## src/rtl/tmds_pkg.sv

```systemverilog
// Shared types and helpers for the TMDS video scheduler: line phases,
// control-period codes and raster total calculations.
package tmds_pkg;

    typedef enum logic [2:0] {
        ACTIVE     = 3'd0,
        FPORCH     = 3'd1,
        HSYNC      = 3'd2,
        BPORCH     = 3'd3,
        PREAMBLE   = 3'd4,
        GUARD_IDLE = 3'd5
    } phase_t;

    localparam logic [1:0] CTL_VIDEO_PREAMBLE = 2'b01;
    localparam logic [1:0] CTL_IDLE           = 2'b00;

    function automatic int h_total(input int active, input int fp, input int sync, input int bp);
        return active + fp + sync + bp;
    endfunction

    function automatic int v_total(input int active, input int fp, input int sync, input int bp);
        return active + fp + sync + bp;
    endfunction

endpackage

```

## src/rtl/tmds_raster_counter.sv

```systemverilog
// Raster position counters and line phase FSM.
// Honours TMDS_HDMI_PREAMBLE_EN (preamble/guard phases before active lines).
module tmds_raster_counter
    import tmds_pkg::*;
#(
    parameter int H_ACTIVE     = 640,
    parameter int H_FP         = 16,
    parameter int H_SYNC       = 96,
    parameter int H_BP         = 48,
    parameter int V_ACTIVE     = 480,
    parameter int V_FP         = 10,
    parameter int V_SYNC       = 2,
    parameter int V_BP         = 33,
    parameter int PREAMBLE_LEN = 8
) (
    input  logic        clk,
    input  logic        rst,
    output logic [11:0] hcnt,
    output logic [10:0] vcnt,
    output phase_t      phase,
    output logic        line_active,
    output logic        vsync_on
);

    localparam int H_TOTAL = h_total(H_ACTIVE, H_FP, H_SYNC, H_BP);
    localparam int V_TOTAL = v_total(V_ACTIVE, V_FP, V_SYNC, V_BP);

    localparam logic [11:0] H_LAST      = 12'(H_TOTAL - 1);
    localparam logic [11:0] FP_START    = 12'(H_ACTIVE);
    localparam logic [11:0] HS_START    = 12'(H_ACTIVE + H_FP);
    localparam logic [11:0] BP_START    = 12'(H_ACTIVE + H_FP + H_SYNC);
    localparam logic [11:0] PRE_START   = 12'(H_TOTAL - 2 - PREAMBLE_LEN);
    localparam logic [11:0] GUARD_START = 12'(H_TOTAL - 2);
    localparam logic [10:0] V_LAST      = 11'(V_TOTAL - 1);
    localparam logic [10:0] V_ACT       = 11'(V_ACTIVE);
    localparam logic [10:0] VS_START    = 11'(V_ACTIVE + V_FP);
    localparam logic [10:0] VS_END      = 11'(V_ACTIVE + V_FP + V_SYNC);

    phase_t      phase_nxt;
    phase_t      bp_phase;
    logic [11:0] hcnt_nxt;
    logic        pre_en;

    // Reset parks the raster at the start of the last (blanking) line.
    always_ff @(posedge clk) begin
        if (rst) begin
            hcnt  <= '0;
            vcnt  <= V_LAST;
            phase <= FPORCH;
        end else begin
            hcnt  <= hcnt_nxt;
            phase <= phase_nxt;
            if (hcnt == H_LAST) begin
                vcnt <= (vcnt == V_LAST) ? '0 : vcnt + 11'd1;
            end
        end
    end

    always_comb begin
        hcnt_nxt = (hcnt == H_LAST) ? '0 : hcnt + 12'd1;
`ifdef TMDS_HDMI_PREAMBLE_EN
        pre_en = (vcnt == V_LAST) || ((vcnt + 11'd1) < V_ACT);
`else
        pre_en = 1'b0;
`endif
        // Back-porch tail decode; lets HSYNC hand straight to PREAMBLE when H_BP is minimal.
        if (pre_en && hcnt_nxt >= GUARD_START) begin
            bp_phase = GUARD_IDLE;
        end else if (pre_en && hcnt_nxt >= PRE_START) begin
            bp_phase = PREAMBLE;
        end else begin
            bp_phase = BPORCH;
        end

        phase_nxt = phase;
        case (phase)
            ACTIVE:  if (hcnt_nxt == FP_START) phase_nxt = FPORCH;
            FPORCH:  if (hcnt_nxt == HS_START) phase_nxt = HSYNC;
            HSYNC:   if (hcnt_nxt == BP_START) phase_nxt = bp_phase;
            default: phase_nxt = (hcnt_nxt == '0) ? ACTIVE : bp_phase;
        endcase
    end

    assign line_active = (vcnt < V_ACT);
    assign vsync_on    = (vcnt >= VS_START) && (vcnt < VS_END);

endmodule

```

## src/rtl/tmds_video_scheduler.sv

```systemverilog
// Per-pixel-clock sequencer feeding three TMDS encoders (VD/CD/VDE).
// Define TMDS_HDMI_PREAMBLE_EN for HDMI video preamble; otherwise pure DVI.
module tmds_video_scheduler
    import tmds_pkg::*;
#(
    parameter int          H_ACTIVE     = 640,
    parameter int          H_FP         = 16,
    parameter int          H_SYNC       = 96,
    parameter int          H_BP         = 48,
    parameter int          V_ACTIVE     = 480,
    parameter int          V_FP         = 10,
    parameter int          V_SYNC       = 2,
    parameter int          V_BP         = 33,
    parameter logic        HSYNC_POL    = 1'b0,
    parameter logic        VSYNC_POL    = 1'b0,
    parameter int          PREAMBLE_LEN = 8,
    parameter logic [23:0] FILL_RGB     = 24'h000000
) (
    input  logic        clk,
    input  logic        rst,
    input  logic [23:0] pix_data,
    input  logic        pix_valid,
    output logic        pix_ready,
    input  logic        underflow_clr,
    output logic [7:0]  vd0,
    output logic [7:0]  vd1,
    output logic [7:0]  vd2,
    output logic [1:0]  cd0,
    output logic [1:0]  cd1,
    output logic [1:0]  cd2,
    output logic        vde,
    output logic        frame_start,
    output logic        underflow
);

    if (H_BP < PREAMBLE_LEN + 2) begin : g_bp_check
        $error("H_BP (%0d) must be at least PREAMBLE_LEN+2 (%0d)", H_BP, PREAMBLE_LEN + 2);
    end

    logic [11:0] hcnt;
    logic [10:0] vcnt;
    phase_t      phase;
    logic        line_active;
    logic        vsync_on;

    tmds_raster_counter #(
        .H_ACTIVE     (H_ACTIVE),
        .H_FP         (H_FP),
        .H_SYNC       (H_SYNC),
        .H_BP         (H_BP),
        .V_ACTIVE     (V_ACTIVE),
        .V_FP         (V_FP),
        .V_SYNC       (V_SYNC),
        .V_BP         (V_BP),
        .PREAMBLE_LEN (PREAMBLE_LEN)
    ) u_raster (
        .clk         (clk),
        .rst         (rst),
        .hcnt        (hcnt),
        .vcnt        (vcnt),
        .phase       (phase),
        .line_active (line_active),
        .vsync_on    (vsync_on)
    );

    logic        slot;
    logic        hsync_lvl;
    logic        vsync_lvl;
    logic [23:0] rgb;
    logic [1:0]  cd1_nxt;

    assign slot      = (phase == ACTIVE) && line_active;
    // Gated by rst so a reset cycle never consumes a pixel.
    assign pix_ready = slot && !rst;
    assign hsync_lvl = (phase == HSYNC) ? HSYNC_POL : ~HSYNC_POL;
    assign vsync_lvl = vsync_on ? VSYNC_POL : ~VSYNC_POL;
    assign rgb       = slot ? (pix_valid ? pix_data : FILL_RGB) : '0;

`ifdef TMDS_HDMI_PREAMBLE_EN
    assign cd1_nxt = (phase == PREAMBLE) ? CTL_VIDEO_PREAMBLE : CTL_IDLE;
`else
    assign cd1_nxt = CTL_IDLE;
`endif

    always_ff @(posedge clk) begin
        if (rst) begin
            vd0         <= '0;
            vd1         <= '0;
            vd2         <= '0;
            cd0         <= {~VSYNC_POL, ~HSYNC_POL};
            cd1         <= CTL_IDLE;
            cd2         <= CTL_IDLE;
            vde         <= 1'b0;
            frame_start <= 1'b0;
            underflow   <= 1'b0;
        end else begin
            vd0         <= rgb[7:0];
            vd1         <= rgb[15:8];
            vd2         <= rgb[23:16];
            cd0         <= {vsync_lvl, hsync_lvl};
            cd1         <= cd1_nxt;
            cd2         <= CTL_IDLE;
            vde         <= slot;
            frame_start <= slot && (hcnt == '0) && (vcnt == '0);
            if (slot && !pix_valid) begin
                underflow <= 1'b1;
            end else if (underflow_clr) begin
                underflow <= 1'b0;
            end
        end
    end

endmodule
```

## config.mk

```make
export PLATFORM = sky130hd
export DESIGN_NAME = tmds_video_scheduler
export DESIGN_NICKNAME = d
export VERILOG_FILES = /design/src/rtl/tmds_pkg.sv /design/src/rtl/tmds_raster_counter.sv /design/src/rtl/tmds_video_scheduler.sv
export SDC_FILE = /design/constraint.sdc
export NUM_CORES = 1
export LEC_CHECK = 0
export CORE_MARGIN = 2
export CORE_UTILIZATION = 45
export CTS_BUF_LIST = sky130_fd_sc_hd__clkbuf_2
export DETAILED_ROUTE_END_ITERATION = 8
export GPL_TIMING_DRIVEN = 0
export PLACE_DENSITY = 0.74
export SLEW_MARGIN = 15
export SYNTH_ARGS = -nofsm -noshare
export SYNTH_HDL_FRONTEND = slang
export SYNTH_HIERARCHICAL = 1
export SYNTH_SLANG_ARGS = --single-unit
```

## constraint.sdc

```tcl
create_clock -name clk -period 6.3 [get_ports clk]
set_clock_uncertainty 0.05 [all_clocks]
set_input_delay 1.26 -clock clk [delete_from_list [all_inputs] [get_ports clk]]
set_output_delay 1.26 -clock clk [all_outputs]
set_load 0.05 [all_outputs]
```

==> results.toml <==
[clocking]
ctsRootBufferMaster = "clkbuf_2"
cts_resized = 0
clock_latency_ns = 0.43
clock_sinks = 54
hold_buffers = 0
clk_path_buf_depth = 2
cts_setup_buffers = 0
cts_tree = "done"
cts_buffers = 5
clk_pin_slew_worst_paths_ns = 0.26
htree_levels = 2

[route]
drt_drc_violations_left = 0
drt_iter0_markers = 134
ant_nets = 0
drt-vias-per-instance = 4.99
wl_per_cell_um = 12.6
wl_mm = 4.94
first_pass_iters = 4
vias = 1963

[worst_setup_path]
required_ns = 4.99
crit_chain = "clkdlybuf4s50_1, nor3_2, nand3b_1, inv_1, clkdlybuf4s50_1"
path_class = "primary input to output pin"
cp_slowest_stage_delay_ns = 0.80
end_kind = "output pin"
path_delay_family = "buffers and inverters"
worstSetupStartpointType = "primary input"
slowest_stage = "clkdlybuf4s50_1"
crit_fanout = 10
critPathBufInv = 3
crit_arrival_ns = 3.24
cpMostUsedCell = "clkdlybuf4s50_1"

[floorplanning]
coreArea_um2 = 5140
die_area_um2 = 5960
num_rows = 26
start_util = 0.469
dieWidth_um = 77.2
io_pins = 62
die_h_um = 77.2

[global_route]
grt_pass1_vias = 1866
antenna_found_initial = 0
grt_pass1_wl_mm = 8.40
grt_usage = 0.175
grt_max_degree = 16
gr-total-overflow = 0

[final_layout]
final_common_cell = "clkdlybuf4s50_1"
num_antenna_cells = 0
drive_above_1_share = 0.133
final_nets = 359
layout_common_cells = "clkdlybuf4s50_1 (57), dfxtp_1 (54), nor2_1 (28)"
syn2layout_area_growth_pct = 30.2

[timing]
tightest_slew_ns = 0.647
relSlewSlack = 0.565
drv_slew = 0
fin_crit_sh = 0.721
setup_viol = 0
min_period_ns = 4.55
rsz0062_at_grt = "no"
final_hold_viol_count = 0
tns_ns = 0
fmax_ghz = 0.220
fin_ws_ns = 1.75

[logic_synthesis]
synth-seq-cells = 54
synthXorXnorAreaFrac = 0.0726
synth_top_family_by_area = "simple AND/OR/NAND/NOR gates"
synth-edff-count = 0
synth-simple-area-share = 0.302
synthMuxAreaShare = 0
ys_seq_area_frac = 0.448
yosysWarnings = 6
synth_area_per_cell_um2 = 9.42
synth-adder-area-share = 0.0415
async_flop_share = 0
synthFlopType = "dfxtp_1"
synth_compound_area_frac = 0.0809
synthCells = 256
synth_cell_types = 50
synth.cell_area_um2 = 2410

[placed_design]
gp_congestion = 0.851
place_ws_ns = 1.73
port_buffers = 57
place_hpwl_mm = 3.76

[job]
cap_violations = 0

[power_and_ir_drop]
ir_drop_v = 0.000122
pwr_density_cell_nw_per_um2 = 175
p_leak_nw = 1.20

[status]
outcome = "complete, no violations"

[min_path]
hold_path_class = "flop to flop"
## final timing paths
| path | start | endpoint | slack (ns) | cells past startpoint |
|---|---|---|---|---|
| max | rst | pix_ready | 1.75 | 5 |
| min | underflow | underflow | 0.44 | 2 |
| max reg2reg | u_raster/hcnt[0] | u_raster/phase[0] | 3.75 | 8 |
| min reg2reg | underflow | underflow | 0.44 | 2 |
## cell families (layout without fill, tap and decap cells)
group,count (synthesis),after routing
and+or+nand+nor,125,125
DFF,54,54
other,2,5
xor gates and xnor gates,20,20
adders and majority gates,8,8
AOI/OAI and AO/OA,26,26
buffers and inverters,21,85
## cells in the mapped netlist (all sizes together) (3+ instances only)
master / instances / area [um^2]
dfxtp: 54 / 1080
nor2: 28 / 105
and2: 26 / 179
nand2: 15 / 56.3
xnor2: 15 / 131
buf: 11 / 86.3
nor3: 9 / 50.1
nor4: 9 / 71.3
ha: 8 / 100
inv: 8 / 30.0
nand4: 8 / 50.1
nand3: 7 / 35.0
xor2: 5 / 43.8
a21oi: 4 / 20.0
and3: 4 / 30.0
o21ai: 4 / 20.0
or2: 4 / 27.5
a31oi: 3 / 18.8
o21bai: 3 / 26.3
o31ai: 3 / 22.5
## final cells by class
| class | instances | area (um^2) |
|---|---|---|
| Tap cell | 70 | 87.6 |
| Clock buffer | 5 | 25.0 |
| Clock inverter | 2 | 33.8 |
| Timing Repair Buffer | 57 | 571 |
| Fill cell | 480 | 2000 |
| Sequential cell | 54 | 1080 |
| Inverter | 8 | 30.0 |
| Multi-Input combinational cell | 184 | 1220 |
| Buffer | 13 | 93.8 |
## per-stage QoR
stage	hold slack [ns]	area [um^2]	util	instances	power, W
6_report	0.440	3140	0.611	393	0.000550
5_1_grt	0.490	3140	0.611	393	0.000573
4_1_cts	0.442	3140	0.611	393	0.000556
3_5_place_dp	0.404	3080	0.600	386	0.000387
3_3_place_gp	0.394	3080	0.600	386	0.000386
2_1_floorplan	0.355	2420	-	259	0.000368
## state kept, by name, summed over array words and instances (netlist names)
register	cells
u_raster/phase	2
vd1	8
vd2	8
vd0	8
cd0	2
u_raster/hcnt	12
u_raster/vcnt	11
vde	1
underflow	1
frame_start	1
## where the power goes
group          internal [W]  switching, W
Combinational     0.0000203     0.0000133
Sequential         0.000344    0.00000273
Clock             0.0000637      0.000105
## metal layers
layer / GRT usage / vias up / part of all wire
met1: 0.216 / 890 / 0.45
li1: - / 1000 / -
met3: 0.0812 / 5 / 0.10
met4: 0.0536 / 0 / 0.011
met2: 0.272 / 68 / 0.44
met5: 0 / - / 0
## tightest hold or removal path: stages, from the launching register on
cell and delay (ns):
dfxtp_1 0.38, nand2_1 0.05, o21ai_0 0.06
No activity file was read; power rests on OpenSTA's default activity.
